<file path="src/rtl/sim_ctrl_pkg.sv">
// Shared constants for the simulation-control responder: register offsets,
// STATUS bit positions, FSM encoding and the watchdog exit code.
package sim_ctrl_pkg;

    localparam logic [1:0] REG_TOHOST  = 2'd0;
    localparam logic [1:0] REG_CONSOLE = 2'd1;
    localparam logic [1:0] REG_CYCLE   = 2'd2;
    localparam logic [1:0] REG_STATUS  = 2'd3;

    localparam int unsigned STAT_HALTED    = 0;
    localparam int unsigned STAT_FULL      = 1;
    localparam int unsigned STAT_EMPTY     = 2;
    localparam int unsigned STAT_OVERFLOW  = 3;
    localparam int unsigned STAT_MISALIGN  = 4;
    localparam int unsigned STAT_TIMEOUT   = 5;
    localparam int unsigned STAT_COUNT_LSB = 8;

    typedef enum logic {
        ST_RUN    = 1'b0,
        ST_HALTED = 1'b1
    } state_e;

    localparam logic [30:0] TIMEOUT_EXIT = 31'h7FFF_FFFF;

endpackage

</file>
<file path="src/rtl/sim_ctrl_fifo.sv">
// Synchronous first-word-fall-through FIFO for console bytes; a push into a
// full FIFO is accepted only when a pop frees a slot on the same edge.
module sim_ctrl_fifo #(
    parameter int WIDTH = 8,
    parameter int DEPTH = 4
) (
    input  logic                     clk,
    input  logic                     reset,
    input  logic                     push,
    input  logic                     pop,
    input  logic [WIDTH-1:0]         wdata,
    output logic [WIDTH-1:0]         rdata,
    output logic                     full,
    output logic                     empty,
    output logic [$clog2(DEPTH):0]   count
);

    localparam int AW = $clog2(DEPTH);
    localparam logic [AW:0] FULL_CNT = DEPTH[AW:0];

    logic [WIDTH-1:0] mem [DEPTH];
    logic [AW-1:0]    wp, rp;
    logic             push_ok, pop_ok;

    assign empty   = (count == '0);
    assign full    = (count == FULL_CNT);
    assign pop_ok  = pop & ~empty;
    assign push_ok = push & (~full | pop_ok);
    // Head is forced to zero when empty so the port is clean after reset.
    assign rdata   = empty ? '0 : mem[rp];

    always_ff @(posedge clk) begin
        if (push_ok)
            mem[wp] <= wdata;
    end

    always_ff @(posedge clk) begin
        if (reset) begin
            wp    <= '0;
            rp    <= '0;
            count <= '0;
        end else begin
            if (push_ok)
                wp <= wp + 1'b1;
            if (pop_ok)
                rp <= rp + 1'b1;
            if (push_ok & ~pop_ok)
                count <= count + 1'b1;
            else if (~push_ok & pop_ok)
                count <= count - 1'b1;
        end
    end

endmodule

</file>
<file path="src/rtl/sim_ctrl_dev.sv">
// Memory-mapped simulation-control responder: TOHOST halt, console FIFO,
// cycle counter and STATUS. Optional watchdog under SIM_CTRL_TIMEOUT_EN.
module sim_ctrl_dev
    import sim_ctrl_pkg::*;
#(
    parameter int ADDR_WIDTH     = 11,
    parameter int FIFO_DEPTH     = 4,
    parameter int TIMEOUT_CYCLES = 2000
) (
    input  logic                  clk,
    input  logic                  reset,
    input  logic                  sel,
    input  logic                  mem_write,
    input  logic                  mem_read,
    input  logic [ADDR_WIDTH-1:0] addr,
    input  logic [31:0]           wdata,
    output logic [31:0]           rdata,
    output logic                  halt,
    output logic [30:0]           exit_code,
    output logic                  cons_valid,
    output logic [7:0]            cons_data,
    input  logic                  cons_ready
);

    localparam int CW = $clog2(FIFO_DEPTH) + 1;

    state_e      state_q, state_d;
    logic [30:0] exit_q, exit_d;
    logic        timeout_q, timeout_d;
    logic [31:0] cnt_q;
    logic        ovf_q, mis_q;

    logic [1:0]  reg_sel;
    logic        wr_ev, aligned, wr_ok, tohost_wr, push, pop;
    logic        f_full, f_empty;
    logic [CW-1:0] f_count;
    logic [31:0] status;
    logic        unused_bits;

    assign reg_sel   = addr[3:2];
    assign wr_ev     = sel & mem_write & ~reset;
    assign aligned   = (addr[1:0] == 2'b00);
    assign wr_ok     = wr_ev & aligned;
    assign tohost_wr = wr_ok & (reg_sel == REG_TOHOST) & wdata[0];
    assign push      = wr_ok & (reg_sel == REG_CONSOLE);
    assign pop       = cons_valid & cons_ready;

`ifdef SIM_CTRL_TIMEOUT_EN
    localparam logic [31:0] TO_LAST = 32'(TIMEOUT_CYCLES - 1);
    assign unused_bits = ^addr[ADDR_WIDTH-1:4];
`else
    assign unused_bits = ^{addr[ADDR_WIDTH-1:4], 32'(TIMEOUT_CYCLES)};
`endif

    // A TOHOST halt on the same edge as the watchdog takes priority.
    always_comb begin
        state_d   = state_q;
        exit_d    = exit_q;
        timeout_d = timeout_q;
        case (state_q)
            ST_RUN: begin
                if (tohost_wr) begin
                    state_d = ST_HALTED;
                    exit_d  = wdata[31:1];
                end
`ifdef SIM_CTRL_TIMEOUT_EN
                else if (cnt_q == TO_LAST) begin
                    state_d   = ST_HALTED;
                    exit_d    = TIMEOUT_EXIT;
                    timeout_d = 1'b1;
                end
`endif
            end
            ST_HALTED: ;
            default: state_d = ST_RUN;
        endcase
    end

    always_ff @(posedge clk) begin
        if (reset) begin
            state_q   <= ST_RUN;
            exit_q    <= '0;
            timeout_q <= 1'b0;
            cnt_q     <= '0;
            ovf_q     <= 1'b0;
            mis_q     <= 1'b0;
        end else begin
            state_q   <= state_d;
            exit_q    <= exit_d;
            timeout_q <= timeout_d;
            if (state_q == ST_RUN)
                cnt_q <= cnt_q + 32'd1;
            if (wr_ev & ~aligned)
                mis_q <= 1'b1;
            if (push & f_full & ~pop)
                ovf_q <= 1'b1;
        end
    end

    sim_ctrl_fifo #(
        .WIDTH (8),
        .DEPTH (FIFO_DEPTH)
    ) u_fifo (
        .clk   (clk),
        .reset (reset),
        .push  (push),
        .pop   (pop),
        .wdata (wdata[7:0]),
        .rdata (cons_data),
        .full  (f_full),
        .empty (f_empty),
        .count (f_count)
    );

    assign cons_valid = ~f_empty;
    assign halt       = (state_q == ST_HALTED);
    assign exit_code  = exit_q;

    always_comb begin
        status                          = '0;
        status[STAT_HALTED]             = halt;
        status[STAT_FULL]               = f_full;
        status[STAT_EMPTY]              = f_empty;
        status[STAT_OVERFLOW]           = ovf_q;
        status[STAT_MISALIGN]           = mis_q;
        status[STAT_TIMEOUT]            = timeout_q;
        status[STAT_COUNT_LSB +: 8]     = 8'(f_count);
    end

    always_comb begin
        rdata = '0;
        if (sel & mem_read) begin
            case (reg_sel)
                REG_CYCLE:  rdata = cnt_q;
                REG_STATUS: rdata = status;
                default:    rdata = '0;
            endcase
        end
    end

endmodule

</file>
<file path="config.mk">
export PLATFORM = sky130hd
export DESIGN_NAME = sim_ctrl_dev
export DESIGN_NICKNAME = d
export VERILOG_FILES = /design/src/rtl/sim_ctrl_pkg.sv /design/src/rtl/sim_ctrl_fifo.sv /design/src/rtl/sim_ctrl_dev.sv
export SDC_FILE = /design/constraint.sdc
export NUM_CORES = 1
export LEC_CHECK = 0
export ABC_AREA = 1
export CAP_MARGIN = 20
export CORE_MARGIN = 2
export CORE_UTILIZATION = 50
export DETAILED_ROUTE_END_ITERATION = 10
export HOLD_SLACK_MARGIN = 0.12
export PLACE_DENSITY = 0.83
export SYNTH_ARGS = -nofsm -noshare
export SYNTH_HDL_FRONTEND = slang
export SYNTH_HIERARCHICAL = 1
export SYNTH_SLANG_ARGS = --single-unit
export TNS_END_PERCENT = 50
</file>
<file path="constraint.sdc">
create_clock -name clk -period 2.9 [get_ports clk]
set_clock_uncertainty 0.2 [all_clocks]
set_input_delay 0.29 -clock clk [delete_from_list [all_inputs] [get_ports clk]]
set_output_delay 0.29 -clock clk [all_outputs]
set_load 0.02 [all_outputs]
</file>
== Word level (Yosys, flattened, before mapping) ==
Memory sizes are Yosys's and may differ from the RTL's. A register that Yosys moved wholly into a read port is not among the register bits.
Cells that the tools add are included.

* Register bits after elaboration: 73
* Memory bits (writable): 32
* Bits of input ports: 49
* Memories kept: 1

{| class="wikitable"
|+ Memory list
! memory !! words !! width !! read ports !! clocked after memory_dff !! wr ports !! line !! source
|-
| u_fifo.mem || 4 || 8 || 1 || 1 || 1 || sim_ctrl_fifo.sv:21 || <nowiki>logic [WIDTH-1:0] mem [DEPTH];</nowiki>
|}

* $add $sub $neg: 5
* Equality and inequality tests: 4
* Muxes and demuxes: 11
* Bitwise gates (word level): 24
* Reduce and logical (&&, ||, !) cells: 5

{| class="wikitable"
|+ Operators with widths
! kind !! count
|-
| 32-bit case mux with 2 select lines || 1
|-
| 32-bit by 1-bit adder with 32-bit output, second input constant || 1
|-
| 32-bit 2-to-1 mux || 1
|-
| 1-bit bitwise AND || 15
|-
| 8-bit 2-to-1 mux || 1
|-
| 1-bit NOT || 8
|-
| 3-bit 2-to-1 mux || 2
|-
| 2-bit by 1-bit adder with 2-bit output, second input constant || 2
|-
| 2-bit == test, second input constant || 2
|-
| 2-bit logical NOT || 2
|-
| 1-bit 2-to-1 mux || 4
|-
| 2-bit 2-to-1 mux || 2
|-
| 3-bit by 1-bit adder with 3-bit output, second input constant || 1
|-
| 3-bit == test, second input constant || 1
|-
| 3-bit logical NOT || 1
|-
| 3-bit by 1-bit subtractor with 3-bit output, second input constant || 1
|-
| 2-bit by 1-bit == test with 1-bit output, second input constant || 1
|-
| 2-bit AND reduction || 1
|-
| 2-bit nonzero test || 1
|-
| 1-bit OR || 1
|}

== Logic depth before layout (Yosys ltp) ==
* Depth in word-level cells: 10
* Depth in mapped cells: 19
* Gate-level depth less buffers: 19

== Modules after synthesis ==
The synthesis kept the hierarchy.

{| class="wikitable"
|+ Modules (own cells, without submodules)
! module !! instances !! cells each !! area an instance (um^2) !! seq. area each (um^2)
|-
| sim_ctrl_dev || 1 || 489 || 3,355.7 || 1,321.3
|-
| sim_ctrl_fifo || 1 || 166 || 1,794.2 || 1,141.1
|}

== Worst setup path after synthesis ==
OpenSTA, ideal clock, no wires.

* Path kind: reg2reg
* Start point: register u_fifo.count[0]
* End point: register u_fifo.count[2]
* Library setup time: 0.113 ns
* Arrival time: 2.261 ns
* Data required time: 2.587 ns
* Slack: 0.326 ns
* Cell stages (with the launch flop): 20
* Clock period less this slack: 2.574 ns
* Cell sequence: dfxtp_1 nor2_2 nand2_2 inv_2 inv_1 nand2_1 inv_1 inv_1 nand3_1 nand2_1 inv_1 ha_1 inv_1 fa_1 inv_1 nand2_1 nand3_1 nand2_1 nand2_1 nor2_1

* Cells in the longest elaborated chain, start to end: 9
* Elaborated cells between the ends (all ways): 17

{| class="wikitable"
|+ Ends and longest elaborated chain
! element !! line !! source
|-
| start, declared || sim_ctrl_fifo.sv:15 || <nowiki>output logic [$clog2(DEPTH):0] count</nowiki>
|-
| start signal, assigned || sim_ctrl_fifo.sv:48 || <nowiki>count <= count + 1'b1;</nowiki>
|-
| start signal, assigned || sim_ctrl_fifo.sv:50 || <nowiki>count <= count - 1'b1;</nowiki>
|-
| 3-bit logical NOT * || sim_ctrl_fifo.sv:25 || <nowiki>assign empty = (count == '0);</nowiki>
|-
| via f_empty || sim_ctrl_dev.sv:35 || <nowiki>logic f_full, f_empty;</nowiki>
|-
| 1-bit NOT * || sim_ctrl_dev.sv:115 || <nowiki>assign cons_valid = ~f_empty;</nowiki>
|-
| via cons_valid || sim_ctrl_dev.sv:20 || <nowiki>output logic cons_valid,</nowiki>
|-
| 1-bit bitwise AND * || sim_ctrl_dev.sv:46 || <nowiki>assign pop = cons_valid & cons_ready;</nowiki>
|-
| via pop || sim_ctrl_dev.sv:34 || <nowiki>logic wr_ev, aligned, wr_ok, tohost_wr, push, pop;</nowiki>
|-
| 1-bit bitwise AND * || sim_ctrl_fifo.sv:27 || <nowiki>assign pop_ok = pop & ~empty;</nowiki>
|-
| 1-bit OR * || sim_ctrl_fifo.sv:28 || <nowiki>assign push_ok = push & (~full | pop_ok);</nowiki>
|-
| 1-bit bitwise AND * || sim_ctrl_fifo.sv:28 ||
|-
| via u_fifo.push_ok || sim_ctrl_fifo.sv:23 || <nowiki>logic push_ok, pop_ok;</nowiki>
|-
| 1-bit NOT || sim_ctrl_fifo.sv:49 || <nowiki>else if (~push_ok & pop_ok)</nowiki>
|-
| 1-bit bitwise AND || sim_ctrl_fifo.sv:49 ||
|-
| 2-bit nonzero test (no source line) || -- ||
|}

The timed path passes the listed nets; every way through them passes the cells marked *. The select of a mux whose other input is x is not followed.
A chain may end at the register's enable or synchronous reset.

==> impl_metrics.py <==
metrics = {
    "routing": {
        "drt_iter0_markers": 277,
        "vias": 4783,
        "vias_per_cell": 5.23,
        "drc": 0,
        "dr.pass1.iters": 5,
        "ant_nets": 0,
        "drt-total-wl_mm": 13.0,
        "wl_per_cell_um": 14.2,
    },
    "finish": {
        "final_cell_mix": "113 x clkdlybuf4s50_1, 99 x nor2_1, 84 x nand2_1",
        "finish.utilization_pct": 65.2,
        "multi_input_area_sq_um": 2190,
        "regArea_sq_um": 2470,
        "antenna_cells": 0,
        "area_growth_pct": 28.4,
        "drive_above_1_share_pct": 10.3,
        "fin_nets": 830,
        "layout_commonest_cell": "clkdlybuf4s50_1",
        "fill_cells": 797,
    },
    "critical_path": {
        "crit_buf_inv": 2,
        "crit_path_top_delay_cell": "clkdlybuf4s50_1",
        "r2r_slack_ns": 0.21,
        "critPathRequiredTime_ns": 2.41,
        "cp_cell_sequence": "buf_4, nor2_1, nor2_1, o21ai_0, a21oi_1, clkdlybuf4s50_1",
        "crit_path_frequent_cell": "nor2_1",
        "crit_family": "buffers and inverters",
        "cp.arrival_ns": 2.23,
        "max_stage_delay_ns": 0.63,
        "start_kind": "register",
        "cp-end-kind": "primary output",
        "cp_max_fo": 10,
        "crit_type": "reg2out",
    },
    "floorplanning": {
        "die-area_sq_um": 11100,
        "rows": 37,
        "die_width_um": 105,
        "die_h_um": 105,
        "core_sq_um": 10100,
        "start_util_pct": 50.8,
        "ioPinCount": 122,
    },
    "yosys": {
        "synthFlopType": "dfxtp_1",
        "seq_area_frac_synth_pct": 47.8,
        "synth_edf_count": 32,
        "syn-num-nets": 711,
        "syn-cell-area_sq_um": 5150,
        "async_reset_ff_share_pct": 0,
        "ys_seq_elements": 107,
        "synthCells": 655,
        "synth_cell_types": 34,
        "avgSynthCellArea_sq_um": 7.86,
        "yosysWarnings": 6,
    },
    "timing": {
        "fmax_mhz": 367,
        "timing.hold.ws_ns": 0.253,
        "slew_violations": 0,
        "max_slew.worst_pin.slew_ns": 0.562,
        "rsz0062_at_grt": "false",
        "setup_viol": 0,
        "fin_setup_tns_ns": 0,
        "relSlewSlack_pct": 62.5,
        "finalCriticalPeriod_ns": 2.72,
        "final_hold_viol_count": 0,
        "finalCritPeriodShare_pct": 93.8,
    },
    "placement": {
        "place_congestion": 0.854,
        "port_buffers": 114,
        "dp_hpwl_mm": 9.53,
    },
    "power_and_ir_drop": {
        "peakVddDrop_v": 0.000245,
        "cellLeakagePower_nw": 2.22,
        "power.density_nw_per_um2": 396,
    },
    "global_route": {
        "grt_pass1_wl_mm": 21.0,
        "grt_overflow": 0,
        "grt_util_all_layers_pct": 23.3,
        "grt_max_degree": 63,
        "antenna_found_initial": 0,
        "grt_pass1_vias": 4560,
    },
    "clock_tree": {
        "cts.path.max_buffers": 2,
        "ctsHtreeMaxLevel": 3,
        "cts_buffers": 9,
        "holdBufCountCts": 0,
        "insertion_delay_ns": 0.38,
        "cts_tree": "done",
        "clk_pin_slew_worst_paths_ns": 0.12,
        "ctsRootBufferMaster": "clkbuf_8",
        "cts.sinks": 107,
    },
    "job": {
        "maxCapViolCount": 0,
    },
    "min_path": {
        "hp-class": "reg2reg",
    },
    "outcome": {
        "status": "finished clean",
    },
}
-- worst reg2reg max path: stages (launching register included) --
cell	delay (ns)
dfxtp_4	0.40
nor2_2	0.06
nand2_2	0.10
inv_4	0.08
inv_1	0.07
nand2_1	0.09
inv_2	0.10
inv_1	0.05
nand3_1	0.15
nand2_1	0.09
inv_1	0.08
ha_2	0.19
inv_1	0.07
fa_1	0.40
inv_1	0.09
nand2_1	0.05
nand3_1	0.11
nand2_1	0.09
nand2_1	0.09
nor2_1	0.05
-- per-layer routing --
layer	up-vias	part of all wire [%]	routed length, um	track usage [%]
li1	2369	-	-	-
met1	2235	41	5400	27.8
met2	156	52	6720	41.9
met3	23	4.6	600	3.53
met4	0	2.3	302	9.40
met5	-	0	0	0
-- synth_stat cells (2+ instances only) --
library cell | instances | area share [%]
nor2_1 | 99 | 7.2
nand2_1 | 84 | 6.1
inv_1 | 82 | 6.0
dfxtp_1 | 75 | 29
a21oi_1 | 71 | 6.9
nand3_1 | 41 | 4.0
o21ai_1 | 40 | 3.9
edfxtp_1 | 32 | 19
nor2_2 | 19 | 2.3
o21ai_0 | 18 | 1.7
nor3b_1 | 17 | 2.5
nor3_1 | 14 | 1.4
buf_6 | 8 | 1.7
clkbuf_1 | 8 | 0.58
nand2_2 | 8 | 0.97
ha_1 | 6 | 1.5
inv_2 | 5 | 0.36
nor2_4 | 5 | 1.1
o22ai_1 | 3 | 0.36
buf_1 | 2 | 0.15
buf_2 | 2 | 0.19
buf_4 | 2 | 0.29
or2_1 | 2 | 0.24
xor2_1 | 2 | 0.34
-- final cells by class --
| type | instances | area share, % |
|---|---|---|
| flip-flops and latches | 107 | 37.3 |
| repair buffers | 131 | 19.2 |
| well taps | 136 | 2.57 |
| multi-input cells | 437 | 33.0 |
| clock inverters | 7 | 0.984 |
| clock buffers | 9 | 1.87 |
| inverters | 88 | 5.05 |
-- flip-flops by register name, indices dropped and copies added, names as in the netlist, named ones only --
name	flops
cnt_q	32
u_fifo/wp	2
u_fifo/count	3
u_fifo/mem	32
halt	1
ovf_q	1
u_fifo/rp	2
mis_q	1
exit_code	31
-- path summary, 6_finish.rpt --
check                                from                            to  cells past startpoint
min reg2reg     exit_code[9]$_SDFFE_PP0P_     exit_code[9]$_SDFFE_PP0P_                      2
min             exit_code[9]$_SDFFE_PP0P_     exit_code[9]$_SDFFE_PP0P_                      2
max                              register                  cons_data[1]                      6
max reg2reg  u_fifo/count[0]$_SDFFE_PP0P_  u_fifo/count[2]$_SDFFE_PP0P_                     19
-- cell families after synthesis --
logic type,Yosys count,share of synthesized area [%]
simple gates,294,27.0
compound gates,133,13.0
flops,107,47.8
fa+ha+maj,7,1.85
buf+inv,111,9.79
xor+xnor,3,0.510
-- power breakdown --
| part | total, W | internal, W | switching [W] |
|---|---|---|---|
| registers | 0.00155 | 0.00154 | 0.00000634 |
| clock network | 0.000890 | 0.000335 | 0.000555 |
| logic | 0.000177 | 0.0000842 | 0.0000926 |
| total | 0.00262 | 0.00196 | 0.000654 |
-- per-stage QoR --
step | total power (W) | area, sq um | setup WS [ns] | cells
finish | 0.00262 | 6620 | 0.179 | 915
global route | 0.00270 | 6620 | 0.0214 | 915
CTS | 0.00263 | 6590 | 0.0565 | 913
detailed placement | 0.00176 | 6400 | 0.0593 | 897
global placement | 0.00175 | 6400 | 0.227 | 897
floorplan | 0.00166 | 5150 | 0.326 | 655
-- repair_timing --
action	CTS	global route
gates resized for setup	1	7
buffers inserted	0	2
endpoints found under the setup margin	1	2
pin swaps	0	0
Power figures use the tool's default switching activity.
==> variant 1 (config.mk and constraints unchanged) <==
Change the parameter `FIFO_DEPTH` from 4 to 2.
--- a/src/rtl/sim_ctrl_dev.sv
+++ b/src/rtl/sim_ctrl_dev.sv
@@ -4,7 +4,7 @@
     import sim_ctrl_pkg::*;
 #(
     parameter int ADDR_WIDTH     = 11,
-    parameter int FIFO_DEPTH     = 4,
+    parameter int FIFO_DEPTH     = 2,
     parameter int TIMEOUT_CYCLES = 2000
 ) (
     input  logic                  clk,
Check against the original RTL: not equivalent (Yosys sat finds a counterexample within 4 cycles, from zero or initial values and one cycle with reset high).
==> variant 1 against the original RTL <==
Design area down 13%. Utilization up 3.9 points. Setup slack better by 0.034 ns. Sequential cell count fell by 20. Area after synthesis shrank 16%. Hold slack improved by 0.0036 ns. Routed wire length fell by 18%. Total power is 9.8% lower. Critical endpoint is now rdata[2].
==> variant 1: results <==
export IMPL_status="finished clean"
export IMPL_grt_usage_pct=23.1
export IMPL_synthTopCellsByArea="dfxtp_1 33%, edfxtp_1 11%, nand2_1 9.0%"
export IMPL_synth_nets=622
export IMPL_relSlewSlack_pct=45.9
export IMPL_synth_cell_type_count=33
export IMPL_worstHoldStart="exit_code[12]"
export IMPL_critPathMaxFanout=28
export IMPL_clk_latency_ns=0.35
export IMPL_r2r_end="u_fifo/count[1]"
export IMPL_clk_pin_slew_ns=0.10
export IMPL_placed_cell_area_um2=5520
export IMPL_synth_xor_area_share_pct=0.406
export IMPL_p_leak_nw=1.91
export IMPL_first_iter_violations=217
export IMPL_fillers=681
export IMPL_syn_inst=571
export IMPL_reg2reg_depth=14
export IMPL_synth_fa_ha_area_share_pct=0.580
export IMPL_finalNetCount=735
export IMPL_min_to="exit_code[12]"
export IMPL_synth_compound_area_share_pct=15.9
export IMPL_dr_pass1_iters=4
export IMPL_ir_drop_mv=0.258
export IMPL_postCtsResizedCells=0
export IMPL_wl_per_cell_um=13.5
export IMPL_hold_ws_ns=0.256
export IMPL_hpwl_um=7910
export IMPL_place_congestion=0.940
-- variant 1: how the worst max path moves through the flow --
stage / to / depth (start not counted) / startpoint
floorplan: u_fifo/mem[0][0] / 8 / u_fifo/count[0]
global placement: rdata[4] / 7 / addr[2]
detailed placement: rdata[2] / 7 / addr[2]
CTS: rdata[2] / 7 / addr[2]
global route: rdata[0] / 7 / addr[2]
finish: rdata[2] / 7 / addr[2]
-- variant 1: layout make-up --
cell class	instances	area share (%)
Clock buffer	9	2.16
Tap cell	105	2.29
Timing Repair Buffer	121	20.8
Multi-Input combinational cell	385	34.6
Sequential cell	87	33.1
Inverter	80	5.30
Clock inverter	7	1.77
-- variant 1: per-stage QoR --
| stage | total power [W] | util [%] | setup slack [ns] |
|---|---|---|---|
| finish | 0.00236 | 69.2 | 0.213 |
| global route | 0.00245 | 69.2 | 0.0654 |
| CTS | 0.00238 | 69.2 | 0.215 |
| detailed placement | 0.00143 | 66.5 | 0.221 |
| global placement | 0.00143 | 66.5 | 0.304 |
| floorplan | 0.00134 | - | 0.882 |
-- variant 1: logic make-up (layout without fill, tap and decap cells) --
kind of cell | after synthesis | after routing
adder cells (fa/ha/maj) | 2 | 2
AO/OA/AOI/OAI | 111 | 111
flip-flops | 87 | 87
XOR/XNOR | 2 | 2
AND/OR/NAND/NOR | 270 | 270
buffers and inverters | 99 | 217
-- variant 1: routing by layer --
metal / share of wire, % / track usage (%)
met3: 6.1 / 4.26
met1: 44 / 29.6
met2: 48 / 39.7
met4: 1.9 / 7.15
met5: 0 / 0
-- variant 1: critical path, cell delays in order --
cell and delay, ns:
clkdlybuf4s50_1 0.44, inv_2 0.12, nand2_2 0.31, o22ai_1 0.26, inv_1 0.07, nor2_1 0.10
clkdlybuf4s50_1 0.61
-- variant 1: report_power, final --
| group | total (W) | switching (W) | internal, W |
|---|---|---|---|
| logic | 0.000165 | 0.0000848 | 0.0000806 |
| clock network | 0.000954 | 0.000458 | 0.000496 |
| registers | 0.00124 | 0.00000616 | 0.00124 |
==> variant 2 (same settings) <==
Made on the original files. Reset style: asynchronous (`reset`), changed in 2 clocked blocks. Comments in the files are not updated.
--- a/src/rtl/sim_ctrl_fifo.sv
+++ b/src/rtl/sim_ctrl_fifo.sv
@@ -34,7 +34,7 @@
             mem[wp] <= wdata;
     end
 
-    always_ff @(posedge clk) begin
+    always_ff @(posedge clk or posedge reset) begin
         if (reset) begin
             wp    <= '0;
             rp    <= '0;
--- a/src/rtl/sim_ctrl_dev.sv
+++ b/src/rtl/sim_ctrl_dev.sv
@@ -76,7 +76,7 @@
         endcase
     end
 
-    always_ff @(posedge clk) begin
+    always_ff @(posedge clk or posedge reset) begin
         if (reset) begin
             state_q   <= ST_RUN;
             exit_q    <= '0;
Behaviour: differs if reset is asserted again (counterexample within 4 cycles, from zero or initial values and one cycle with reset high); with reset held inactive, the same outputs for 4 cycles.
==> variant 2 against the original RTL <==
Area after synthesis increased by 5.7%. Largest cell class unchanged. Highest routed layer unchanged. Global-route usage is 1.4 points lower. Design area is 4.8% higher. Routed wire length shrank 5.2%. Sequential cell count is 2 lower. Setup slack better by 0.0020 ns. Critical endpoint is now u_fifo/count[2]. Via count is 6.9% lower.
Power is not compared: it rests on default switching activity, and its combinational part moved more than twofold at a synthesized area within 25%.
==> variant 2: results <==
export IMPL_slowest_delay_ns=0.55
export IMPL_reg2reg_depth=15
export IMPL_numPlacedInstances=902
export IMPL_layout_setup_ws_ns=0.181
export IMPL_hold_ws_ns=0.241
export IMPL_place_congestion=0.898
export IMPL_hold_depth=3
export IMPL_drive_gt1_share_pct=9.11
export IMPL_first_iter_violations=212
export IMPL_critPathSlowestCell="dlygate4sd3_1"
export IMPL_grt_max_degree=58
export IMPL_critPathMaxFanout=3
export IMPL_dpl_worst_slack_ns=0.0666
export IMPL_routed_wl_um=12300
export IMPL_final_cell_count_no_fill=919
export IMPL_rr_startpoint="u_fifo/count[0]"
export IMPL_holdBufCountCts=1
export IMPL_worstHoldStart="wdata[15]"
export IMPL_hpwl_um=9180
export IMPL_required_ns=2.98
export IMPL_synth_async_reset_ratio_pct=69.5
export IMPL_synth_top_area_cell="dfrtp_1"
export IMPL_regToRegSetupSlack_ns=0.29
export IMPL_synthTopCellsByArea="dfrtp_1 34%, edfxtp_1 18%, nand2_1 12%"
export IMPL_finalNetCount=831
export IMPL_grt_pass1_wl_um=20100
export IMPL_synth_edf_count=32
export IMPL_grt_pass1_vias=4346
export IMPL_grt_usage_pct=21.9
export IMPL_syn_inst=650
export IMPL_clk_pin_slew_ns=0.10
export IMPL_placed_cell_area_um2=6740
export IMPL_worst_slew_pin_slew_ns=0.633
export IMPL_synth_nets=706
export IMPL_synth_seq_area_share_pct=51.2
export IMPL_fillers=889
export IMPL_synth_cell_type_count=38
export IMPL_status="finished clean"
==> variant 2: changes by cell type in the layout (fill, tap and decap cells not counted), moves of 14 or more <==
cell	before	now
o21ai_0	18	4
inv_1	81	122
o21ai_1	40	19
nand2_1	84	177
nor2_2	19	4
a21oi_1	71	11
dfrtp_1	0	73
dfxtp_1	72	0
nor2_1	99	48
==> variant 2: final cells by class <==
| cell class | count | area, µm² | area share [%] |
|---|---|---|---|
| sequential | 105 | 2790 | 40.2 |
| tap | 140 | 175 | 2.53 |
| timing repair buffer | 131 | 1280 | 18.5 |
| clock buffer | 9 | 124 | 1.79 |
| clock inverter | 6 | 50.0 | 0.722 |
| inverter | 127 | 487 | 7.02 |
| multi-input combinational | 401 | 2030 | 29.3 |
==> variant 2: power groups by stage <==
stage,combinational [W],clock [W],sequential (W)
after floorplan,0.000629,0,0.00163
after global placement,0.000922,0,0.00166
after detailed placement,0.000962,0,0.00166
after CTS,0.000964,0.000875,0.00163
after global routing,0.00105,0.000929,0.00164
final,0.000961,0.000849,0.00163
==> variant 2: path summary, 6_finish.rpt <==
kind / endpoint
max reg2reg: u_fifo/count[2]
max in group asynchronous: exit_code[18]
min reg2reg: exit_code[2]
min in group asynchronous: u_fifo/count[2]
max: u_fifo/count[2]
min: exit_code[14]
==> variant 2: kinds of logic (layout without fill, tap and decap cells) <==
group	Yosys count	after routing	share of synthesized area (%)
fa+ha+maj	7	7	1.75
simple gates	325	325	26.9
compound gates	52	52	5.82
xor+xnor	17	17	2.74
flops	105	105	51.2
buf+inv	144	273	11.6
==> variant 2: layer usage <==
metal	vias to the layer above	share of wire, %	global-route usage, %
li1	2258	-	-
met1	2061	42	27.0
met2	114	51	37.8
met3	22	5.0	4.16
met4	0	2.4	9.07
met5	-	0	0
